--- src/rtl/elevator_dispatch_core.sv ---
// Call latching and collective-selective direction/stop decision for a car
// serving FLOORS floors; floor f maps to bit f-1 of every call vector.
module elevator_dispatch_core #(
  parameter int FLOORS  = 7,
  parameter int FLOOR_W = 4
) (
  input  logic               clk,
  input  logic               reset,
  input  logic               enable,
  input  logic [FLOOR_W-1:0] current_floor,
  input  logic [1:0]         current_dir,
  input  logic [FLOORS-1:0]  hall_up,
  input  logic [FLOORS-1:0]  hall_dn,
  input  logic [FLOORS-1:0]  cab,
  input  logic               door_open,
  input  logic               move,
  output logic [1:0]         next_dir,
  output logic               stop_here,
  output logic [FLOORS-1:0]  pend_up,
  output logic [FLOORS-1:0]  pend_dn,
  output logic [FLOORS-1:0]  pend_cab,
  output logic               any_call,
  output logic               floor_err
);

  typedef enum logic [1:0] {
    DIR_STOP = 2'b00,
    DIR_DN   = 2'b01,
    DIR_UP   = 2'b10,
    DIR_BAD  = 2'b11
  } dir_t;

  localparam logic [FLOORS-1:0] UP_MASK = {1'b0, {(FLOORS-1){1'b1}}};
  localparam logic [FLOORS-1:0] DN_MASK = {{(FLOORS-1){1'b1}}, 1'b0};

  dir_t              dir, dir_q, dir_dec;
  logic              legal, above, below, up_f, dn_f, cab_f, stop_nxt;
  logic [FLOORS-1:0] at_f, above_m, below_m, all_pend;
  logic [FLOORS-1:0] clr_up, clr_dn, clr_cab, nxt_up, nxt_dn, nxt_cab;

  assign dir      = dir_t'(current_dir);
  assign next_dir = dir_q;

  // at_f is all-zero on an illegal floor, which suppresses every clear
  always_comb begin
    legal = (current_floor != '0) && (current_floor <= FLOOR_W'(FLOORS));
    for (int unsigned i = 0; i < FLOORS; i++) begin
      at_f[i]    = legal && (current_floor == FLOOR_W'(i + 1));
      above_m[i] = FLOOR_W'(i) >= current_floor;
      below_m[i] = FLOOR_W'(i + 1) < current_floor;
    end
    all_pend = pend_up | pend_dn | pend_cab;
    above    = |(all_pend & above_m);
    below    = |(all_pend & below_m);
    up_f     = |(pend_up & at_f);
    dn_f     = |(pend_dn & at_f);
    cab_f    = |(pend_cab & at_f);
  end

  always_comb begin
    clr_up  = '0;
    clr_dn  = '0;
    clr_cab = door_open ? at_f : '0;
    if (door_open) begin
      case (dir)
        DIR_UP: begin
          clr_up = at_f;
          if (!above) clr_dn = at_f;
        end
        DIR_DN: begin
          clr_dn = at_f;
          if (!below) clr_up = at_f;
        end
        DIR_STOP: begin
          clr_up = at_f;
          clr_dn = at_f;
        end
        default: ;
      endcase
    end
    nxt_up  = ((pend_up & ~clr_up) | hall_up) & UP_MASK;
    nxt_dn  = ((pend_dn & ~clr_dn) | hall_dn) & DN_MASK;
    nxt_cab = (pend_cab & ~clr_cab) | cab;
  end

  always_comb begin
    stop_nxt = legal && (cab_f
      || (dir == DIR_UP && (up_f || (!above && dn_f) || current_floor == FLOOR_W'(FLOORS)))
      || (dir == DIR_DN && (dn_f || (!below && up_f) || current_floor == FLOOR_W'(1)))
      || (dir == DIR_STOP && (up_f || dn_f)));
  end

  always_comb begin
    dir_dec = dir_q;
    case (dir)
      DIR_STOP, DIR_UP: dir_dec = above ? DIR_UP : (below ? DIR_DN : DIR_STOP);
      DIR_DN:           dir_dec = below ? DIR_DN : (above ? DIR_UP : DIR_STOP);
      default:          dir_dec = dir_q;
    endcase
  end

  always_ff @(posedge clk or posedge reset) begin
    if (reset) begin
      dir_q     <= DIR_STOP;
      stop_here <= 1'b0;
      pend_up   <= '0;
      pend_dn   <= '0;
      pend_cab  <= '0;
      any_call  <= 1'b0;
      floor_err <= 1'b0;
    end else begin
      pend_up   <= nxt_up;
      pend_dn   <= nxt_dn;
      pend_cab  <= nxt_cab;
      any_call  <= |(nxt_up | nxt_dn | nxt_cab);
      stop_here <= stop_nxt;
      if (!legal || dir == DIR_BAD) floor_err <= 1'b1;
      // illegal floor or direction freezes the decision even with enable low
      if (!legal || dir == DIR_BAD) dir_q <= dir_q;
      else if (!enable)             dir_q <= dir;
      else if (!move && !door_open) dir_q <= dir_dec;
    end
  end

endmodule

--- config.mk ---
export PLATFORM = sky130hd
export DESIGN_NAME = elevator_dispatch_core
export DESIGN_NICKNAME = d
export VERILOG_FILES = /design/src/rtl/elevator_dispatch_core.sv
export SDC_FILE = /design/constraint.sdc
export NUM_CORES = 1
export LEC_CHECK = 0
export CORE_MARGIN = 3
export CORE_UTILIZATION = 30
export CTS_CLUSTER_DIAMETER = 30
export DETAILED_ROUTE_END_ITERATION = 8
export SLEW_MARGIN = 15
export SYNTH_ARGS = -nofsm -noshare
export SYNTH_HDL_FRONTEND = slang
export SYNTH_SLANG_ARGS = --single-unit
--- constraint.sdc ---
create_clock -name clk -period 2.6 [get_ports clk]
set_clock_uncertainty 0.15 [all_clocks]
set_input_delay 0.52 -clock clk [delete_from_list [all_inputs] [get_ports clk]]
set_output_delay 0.52 -clock clk [all_outputs]
set_load 0.05 [all_outputs]
==> impl_metrics.json <==
{
  "dp.cells": 349,
  "synth_top_cell_by_area": "dfrtp_1",
  "synth_edf_count": 0,
  "max_freq_mhz": 372,
  "worst-path-buf-inv": 4,
  "end_kind": "flip-flop",
  "slowest_delay_ps": 500,
  "cp_num_cells": 11,
  "setup_viol": 1,
  "synthArstFlopShare_pct": 100,
  "synth_cells": 173,
  "yosysUniqueCellTypes": 50,
  "synth_flop_cell": "dfrtp_1",
  "setup.worst_path.class": "in -> reg",
  "wl_met3_um": 419,
  "drt-total-wl_mm": 6.41,
  "fin_area_um2": 3040,
  "first_pass_iters": 4,
  "cp-endpoint": "any_call$_DFF_PP0_",
  "p_per_area_nw_per_um2": 344,
  "yosys_warnings": 0,
  "synthTopCellsByArea": "dfrtp_1 (39%), o21ai_0 (5.2%), a21oi_1 (3.6%)",
  "rsz0062_at_grt": "true",
  "grt_antenna_before_repair": 0,
  "worstMarginPinSlew_ps": 515,
  "die_w_um": 77.7,
  "wl_met2_mm": 3.11,
  "path_clk_slew_ps": 90,
  "utilization_pct": 62.7,
  "min_period_over_period_pct": 103,
  "fin_nets": 336,
  "whs_ps": 331,
  "top_layer_used": "met4",
  "yosys_register_bits": 24,
  "finalNonFillerCells": 370,
  "cts_buffers": 3,
  "cp.arrival_ps": 2690,
  "drive_gt1_share_pct": 46.9,
  "nFillCells": 410,
  "grt_pass1_wl_mm": 10.2,
  "p_total_mw": 1.05,
  "r2r-end": "any_call$_DFF_PP0_",
  "regToRegStartpoint": "pend_cab[0]$_DFF_PP0_",
  "p_leak_nw": 1.20,
  "hold_class": "reg -> reg",
  "cts_hold_buf": 0,
  "cp_cell_sequence": "buf_6 -> buf_6 -> buf_4 -> a21oi_1 -> a21oi_1 -> buf_4 -> nor4_2 -> o21bai_2 -> a2111oi_4 -> nand4bb_1 -> or4b_1",
  "placementRows": 25,
  "syn_to_final_growth_pct": 97.5,
  "grt.total_usage_pct": 21.2,
  "htreeDepth": 1,
  "wl_met1_mm": 2.68,
  "critical-path-top-delay-family": "simple AND/OR/NAND/NOR gates",
  "routedWlPerCell_um": 17.3,
  "max_slew_margin_pct": 65.6,
  "timing.final.ws_setup_ps": -86.9,
  "die_area_um2": 6030,
  "vias": 1944,
  "reg2reg_depth": 9,
  "clk_latency_ps": 280,
  "die_y_um": 77.7,
  "num_antenna_cells": 0,
  "via_per_inst": 5.25,
  "postPlaceCellArea_um2": 2670,
  "cts.sinks": 24,
  "fin_crit_ps": 2690,
  "yosysSeqAreaShare_pct": 39.0,
  "drc": 0,
  "grt_pass1_vias": 1991,
  "dp_slack_ps": -776,
  "avgSynthCellArea_um2": 8.90,
  "numPortBuffers": 53,
  "synthDominantCellAreaShare_pct": 39.0,
  "drtAntennaViolNets": 0,
  "hold_viol": 0,
  "setup_tns_ps": -86.9,
  "slew_violations": 0,
  "r2r_slack_ps": -60,
  "grt_max_degree": 25,
  "core-area_um2": 4850,
  "ir_drop_v": 0.000345,
  "place_congestion": 0.862,
  "crit_fanout": 4,
  "required_ps": 2600,
  "io_pins": 58,
  "clockBufferDepth": 2,
  "overflow": 0,
  "drt_iter0_drc": 171,
  "cap_violations": 0,
  "netlist_area_um2": 1540,
  "crit_path_start_kind": "input port",
  "status": "finished with violations",
  "cts_root_buf": "clkbuf_8",
  "dp_hpwl_mm": 4.75,
  "start_util_pct": 31.8,
  "cts_tree": "built",
  "failed_checks": "negative setup slack",
  "cp_slowest_cell": "or4b_1",
  "crit_start": "current_floor[1]"
}
logic make-up after synthesis:
family	share of synthesized area (%)
other	0.243
and+or+nand+nor	23.6
buffers and inverters	4.71
DFF	39.0
muxes	3.41
AOI/OAI and AO/OA	29.0
metal layers:
layer | vias to the layer above | GRT usage [%]
met2 | 90 | 35.5
met5 | - | 0
met3 | 20 | 4.99
met1 | 925 | 26.8
li1 | 909 | -
met4 | 0 | 6.94
cell type report:
type	count	area (um2)	share of cell area, %
timing repair buffer	135	1170	38.4
multi-input combinational	135	1090	35.7
sequential	24	613	20.2
tap	67	83.8	2.76
clock buffer	3	41.3	1.36
clock inverter	1	30.0	0.987
inverter	5	18.8	0.617
cells in the mapped netlist (all sizes together) (3+ instances only):
master	number
a2111oi	4
or2	4
nand2b	5
nor2	11
dfrtp	24
nor3	9
o211ai	6
a21oi	11
nand3b	3
a21o	7
o21ai	16
nor2b	3
clkbuf	4
buf	6
inv	5
nand3	5
nand2	13
mux2i	3
placed cells by master (no fill, tap or decap), types with 5 or more instances in the layout:
cell,instances
a21o_1,7
nor3_1,5
buf_6,7
inv_1,5
dfrtp_1,14
o211ai_1,6
a21oi_1,9
buf_4,75
nand2b_1,5
nand2_1,9
o21ai_0,11
clkdlybuf4s50_1,48
dfrtp_2,10
nor2_1,7
worst reg2reg max path, cell delays in order, from the launching register on:
cell and delay, ps:
dfrtp_1 440, o41ai_4 380, o221ai_2 220, nor2_2 220, buf_6 130, a31oi_4 70, nor3_2 190, buf_4 140
nand4bb_1 90, or4b_1 500
worst min-delay path by stage:
stage	start	cells past startpoint	end	slack, ps
finish	next_dir[1]$_DFFE_PP0P_	2	next_dir[1]$_DFFE_PP0P_	330
global route	floor_err$_DFFE_PP0N_	1	floor_err$_DFFE_PP0N_	360
CTS	next_dir[1]$_DFFE_PP0P_	2	next_dir[1]$_DFFE_PP0P_	340
detailed placement	next_dir[1]$_DFFE_PP0P_	2	next_dir[1]$_DFFE_PP0P_	320
global placement	next_dir[0]$_DFFE_PP0P_	2	next_dir[0]$_DFFE_PP0P_	310
floorplan	reset	1	any_call$_DFF_PP0_	380
flip-flops by register name, indices dropped and copies added (netlist names):
register / flops
pend_up: 6
next_dir: 2
pend_cab: 7
stop_here: 1
floor_err: 1
pend_dn: 6
any_call: 1
report_power, final:
group	leakage, nW	switching, mW	internal (mW)	total, mW
registers	0.220	0.00848	0.386	0.394
clock network	0.0357	0.131	0.206	0.337
logic	0.941	0.164	0.152	0.316
total	1.20	0.303	0.744	1.05
repair_timing:
item	4_1_cts	5_1_grt
pin swaps	13	10
buffers inserted	15	3
resized for setup	43	17
endpoints found under the setup margin	1	1
(Power assumes the default switching activity.)
